<file path="src/rtl/reg_file.sv">
// reg_file: register bank with one write port, two combinational read ports, write bypass and busy scoreboard
module reg_file #(
  parameter int width = 16,
  parameter int addr_bits = 3,
  parameter bit zero_reg = 1'b0
) (
  input  logic                 clock,
  input  logic                 reset,
  input  logic                 wren,
  input  logic [addr_bits-1:0] waddr,
  input  logic [width-1:0]     wdata,
  input  logic [addr_bits-1:0] raddr_a,
  input  logic [addr_bits-1:0] raddr_b,
  output logic [width-1:0]     qa,
  output logic [width-1:0]     qb,
  input  logic                 busy_set,
  input  logic [addr_bits-1:0] busy_addr,
  output logic                 busy_a,
  output logic                 busy_b
);
  localparam int depth = 2 ** addr_bits;
  logic [width-1:0] regs [depth];
  logic [depth-1:0] busy;
  logic wr_ok, bs_ok, byp_a, byp_b;
  assign wr_ok = wren & ~(zero_reg && waddr == '0);
  assign bs_ok = busy_set & ~(zero_reg && busy_addr == '0);
  assign byp_a = wr_ok & ~reset & (waddr == raddr_a);
  assign byp_b = wr_ok & ~reset & (waddr == raddr_b);
  // storage and scoreboard update; a busy_set issued alongside a write to the same register wins
  always_ff @(posedge clock or posedge reset)
    if (reset) begin
      for (int i = 0; i < depth; i++) regs[i] <= '0;
      busy <= '0;
    end else begin
      if (wr_ok) begin
        regs[waddr] <= wdata;
        busy[waddr] <= 1'b0;
      end
      if (bs_ok) busy[busy_addr] <= 1'b1;
    end
  // combinational read with write-through bypass; the suppressed zero register is never written so reads 0
  always_comb begin
    qa = byp_a ? wdata : regs[raddr_a];
    qb = byp_b ? wdata : regs[raddr_b];
    busy_a = busy[raddr_a] & ~(wren & ~reset & (waddr == raddr_a));
    busy_b = busy[raddr_b] & ~(wren & ~reset & (waddr == raddr_b));
  end
endmodule

</file>
<file path="config.mk">
export PLATFORM = sky130hd
export DESIGN_NAME = reg_file
export DESIGN_NICKNAME = d
export VERILOG_FILES = /design/src/rtl/reg_file.sv
export SDC_FILE = /design/constraint.sdc
export NUM_CORES = 1
export LEC_CHECK = 0
export ABC_AREA = 1
export BUFFER_PORTS_ARGS = -buffer_cell sky130_fd_sc_hd__buf_2
export CAP_MARGIN = 20
export CORE_UTILIZATION = 57
export CTS_BUF_LIST = sky130_fd_sc_hd__clkbuf_2 sky130_fd_sc_hd__clkbuf_4 sky130_fd_sc_hd__clkbuf_8
export DETAILED_ROUTE_END_ITERATION = 12
export MAX_ROUTING_LAYER = met4
export PLACE_DENSITY = 0.79
export SKIP_LAST_GASP = 1
export SLEW_MARGIN = 40
export SYNTH_ARGS = -nofsm -noshare
export SYNTH_HDL_FRONTEND = slang
export SYNTH_SLANG_ARGS = --single-unit
</file>
<file path="constraint.sdc">
create_clock -name clock -period 4.25 [get_ports clock]
set_input_delay 0.85 -clock clock [delete_from_list [all_inputs] [get_ports clock]]
set_output_delay 0.85 -clock clock [all_outputs]
set_load 0.005 [all_outputs]
</file>
# Word level (Yosys, flattened, before mapping)
# Index checks and enable logic that the tools add are counted.
# word_totals
reg_bits	136
word_cells	59
out_inout_bits	34
in_bits	32
# classes
n_mux	21
magnitude_cmp	10
bitwise	14
n_eq_ne	2
reduce_logical	3
# op_table
cell	n
128-bit bitwise mux	1
16-bit 2-to-1 mux	7
16-bit binary-select mux with 3-bit select	2
16-bit demux with 3-bit select	1
3-bit by 4-bit less-than comparator with 1-bit output (second input constant)	4
8-bit 2-to-1 mux	2
4-bit >= comparator (second input constant)	3
3-bit inverter with 4-bit output	3
8-bit bitwise AND	1
8-bit inverter	1
8-bit bitwise OR	1
1-bit binary-select mux with 3-bit select	2
1-bit demux with 3-bit select	2
3-bit equality test	2
3-bit by 1-bit >= comparator with 1-bit output (second input constant)	2
1-bit bitwise AND	5
4-bit by 1-bit less-than comparator with 1-bit output (second input constant)	1
1-bit 2-to-1 mux	4
1-bit logical AND	3
1-bit inverter	3

# Depth between registers and ports, before layout
# logic_depth
depth_word	9
mapped_depth	10
ltp_nobuf	8

# Worst setup path before layout
# Ideal clock, no wire load.
# synth_path
kind	input to output
startpoint	in raddr_b[2]
endpoint	out qb[0]
t_arrival_ps	1689
t_required_ps	3400
path_buffers	2
stages	10
slack_ps	1711
cell_sequence	buf_4 > inv_4 > nand2_1 > nand2_1 > nor2_2 > nand2_4 > inv_6 > buf_6 > nand2_1 > nand2_1
# synth_between
elab_chain_len	5
word_cells_on_any_way	7
cone_classes	eq/ne: 1; mux: 4; bitwise: 2
# synth_rtl
element	line	text
start: declaration	13	input logic [addr_bits-1:0] raddr_b,
3-bit inverter with 4-bit output (not written as such)	44	qb = byp_b ? wdata : regs[raddr_b];
16-bit binary-select mux with 3-bit select	44	
16-bit 2-to-1 mux (not written as such) (2 in series)	44	
16-bit 2-to-1 mux *	44	
end: declaration	15	output logic [width-1:0] qb,
# Mark *: on every way between the ends. The rest lies on a longest branch, timed or not. The select of a mux whose other input is x is not followed.

# Final worst setup path
# layout_path
startpoint	in raddr_b[0]
endpoint	out qb[6]
# The elaborated chain is that of the path after synthesis.

==> summary.md <==
| Metric | Value |
|---|---|
| Vias | 8,415 |
| Drt pass-1 iters | 5 |
| Mapped Cells | about 1,300 |
| Power density over the cells | between 400 and 500 nW/um2 |
| Worst setup EP type | primary output |
| CTS Sinks | about 140 |
| Gr usage total | 36.0% |
| VDD IR-drop max | approximately 0.21 mV |
| Status | finished, final reports clean |
| Initial DRC count | ~1,100 |
| Cts repair resizes | 0 |
| Final WS setup | ~0.7 ns |
| Mapped Nets | 1,311 |
| Crit-path max cell delay | approximately 0.6 ns |
| Nets@finish | roughly 1,300 |
| Hold Buf Count CTS | 0 |
| Final number of setup-violating endpoints | 0 |
| Top cell type's share of synthesized area | about two fifths |
| Skew-Pair Late Insertion Delay | approximately 0.46 ns |
| CP most frequent cell | nand2_1 |
| Worst min path class | primary input to asynchronous set/reset pin |
| Top post-synthesis cells by area | dfrtp_1, nand2_1, nand3_1 |
| Clock Root Buffer | clkbuf_8 |
| Cts bufs inserted | 17 |
| Gate power share | between 20% and 30% |
| Final Critical Period | approximately 3.5 ns |
| Die W | between 100 and 150 um |
| Crit-path cells | buf_2 -> buf_4 -> nand2_1 -> nand2_1 -> nor2_1 -> nand2_4 -> inv_6 -> nand2_1 -> nand2_1 -> buf_2 |
| Die ar. | 15,200 um2 |
| ANT nets after route | 0 |
| Clock share of power | between 30% and 40% |
| Distinct cells, synth | 21 |
| First-pass GRT wire length | between 30 and 40 mm |
| Sw frac | between 30 and 40% |
| Crit start category | primary input |
| Crit path kind | primary input to primary output |
| Asr flop ratio synth | 100% |
| Net switching power | 1280 uW |
| Cell taking the most area after synthesis | dfrtp_1 |
| Pre-CTS setup slack | roughly 0.78 ns |
| Tightest Pin Transition | roughly 0.71 ns |
| Post-synth EDFFs | 0 |
| Sequential area share after synthesis | about 41% |
| Die H | 123 um |
| Setup repair bufs after CTS | 0 |
| Synthesized cell area | about 8400 um2 |
| Total wire length | approximately 25 mm |
| Initial Util | 59.4% |
| Final period util | roughly 83% |
| Worst-path clk slew | 0.08 ns |
| Hpwl dp | between 15 and 20 mm |
| Crit path max-delay cell type | buf_4 |
| CTS tree | done |
| Synth warnings | 0 |
| Clk buf depth | 2 |
| Layout area overhead | 9.35% |
| RSZ-0062 raised after global routing | false |
| Seq pwr share | about two fifths |
| Avg Vias per Cell | between 5 and 6 |
| Slew HR | 52.4% |
| Fill cell total of the finished layout | 1,299 |
| Pint | about 2700 uW |
| # DRC | 0 |
| Antenna violations before repair | 3 |
| Setup TNS | 0 ns |
| Largest net degree at the start of global routing | 70 |
| Critical path peak fanout | 58 |
| Avg Cell Area, Syn | roughly 6.5 um2 |
| Post-synth top cells | nand2_1, nand3_1, inv_1, dfrtp_1, o21ai_0 |
| Most frequent cell after synthesis | nand2_1 |
| Final Hold Viols | 0 |
| FMAX | roughly 0.28 GHz |
| Crit path required time | 3.40 ns |
| I/O pin total | between 60 and 70 |
| Pleak | approximately 0.0048 uW |
| Max Cap Viol | 0 |
| Share of cells above drive strength 1 | a little over a tenth |
| Routed len/inst | 16.8 um |
| Worst Path Arrival | ~2.7 ns |
| H-tree Lvls | 4 |
| Core region area | approximately 14,000 um2 |
| Row Count | 43 |
| GP Congestion | about 0.93 |
| GR Overflow Total | 0 |
| Port Buffers | 65 |
| Max-slew violations | 0 |
| #FFs+latches synth | 136 |
| Clk_skew | 0 ns |
| Synth Flop Type | dfrtp_1 |
| Vias in the first global route | approximately 7,700 |
## per-layer routing
metal  wire (um)  track usage (%)  up-vias
met2       11300             54.6      476
met5           0                -        -
met4         852             16.8        0
met1       10400             46.7     3844
li1            -                -     4017
met3        2480             6.69       78
## path summary, 6_finish.rpt
| check | slack, ns | to | cells after the start | startpoint |
|---|---|---|---|---|
| min reg2reg | 0.49 | regs[109]$_DFFE_PP0P_ | 2 | regs[109]$_DFFE_PP0P_ |
| min | 0.46 | busy[6]$_DFF_PP0_ | 2 | reset |
| max in group asynchronous | 2.84 | regs[7]$_DFFE_PP0P_ | 3 | reset |
| max | 0.70 | qb[6] | 10 | raddr_b[0] |
| max reg2reg | 3.53 | regs[3]$_DFFE_PP0P_ | 2 | regs[3]$_DFFE_PP0P_ |
| min in group clock | 0.49 | regs[109]$_DFFE_PP0P_ | 2 | regs[109]$_DFFE_PP0P_ |
## cell families (layout without fill, tap and decap cells)
logic type | count (synthesis) | in the layout | synth area share (%)
and+or+nand+nor | 741 | 741 | 37.1
buffers and inverters | 256 | 279 | 13.4
AOI/OAI and AO/OA | 146 | 146 | 8.84
DFF | 136 | 136 | 40.6
other | 0 | 3 | 0
## flip-flops by register name, summed over array words and instances (netlist names)
signal	flops
busy	8
regs	128
## power groups by stage
stage / registers, uW / logic [uW] / clock network [uW]
after floorplan: 1640 / 726 / 0
after global placement: 1660 / 962 / 0
after detailed placement: 1670 / 984 / 0
after CTS: 1650 / 991 / 1290
after global routing: 1670 / 1140 / 1340
final: 1650 / 999 / 1280
## area by class of cell
| cell class | count | area [um2] | share of cell area [%] |
|---|---|---|---|
| multi-input combinational | 887 | 3860 | 42.2 |
| sequential | 136 | 3400 | 37.2 |
| inverter | 162 | 624 | 6.82 |
| timing repair buffer | 85 | 553 | 6.04 |
| clock buffer | 21 | 289 | 3.16 |
| tap | 180 | 225 | 2.46 |
| clock inverter | 11 | 193 | 2.10 |
| antenna | 3 | 7.51 | 0.0820 |
## worst max-delay path: cells and delay by family
family                 cells  cell delay, ns
buffers and inverters      4            1.13
AND/OR/NAND/NOR            6            0.68
## cell usage in the layout, fill, tap and decap left out, types with 2 or more instances in the layout
cell        instances
nand2_1           483
nand3_1           232
inv_1             150
dfrtp_1           136
o21ai_0           124
buf_2              65
clkbuf_8           21
o21ai_1            16
nor2_1             15
buf_4              14
nor2_2              6
inv_2               6
bufinv_16           5
o22ai_1             4
buf_12              4
diode_2             3
inv_4               3
nor2_4              3
clkinvlp_4          3
nand2_4             2
o211ai_1            2
clkinv_4            2
clkinv_2            2
## through the flow
stage	cell area, um2	power [uW]	cells	hold slack [ns]	util, %
floorplan	8380	2370	1279	0.453	-
detailed placement	8660	2650	1449	0.473	61.4
CTS	9140	3930	1481	0.460	64.8
global placement	8620	2620	1448	0.467	61.2
finish	9160	3930	1485	0.460	65.0
global route	9160	4160	1485	0.480	65.0
No activity file was read; power rests on OpenSTA's default activity.
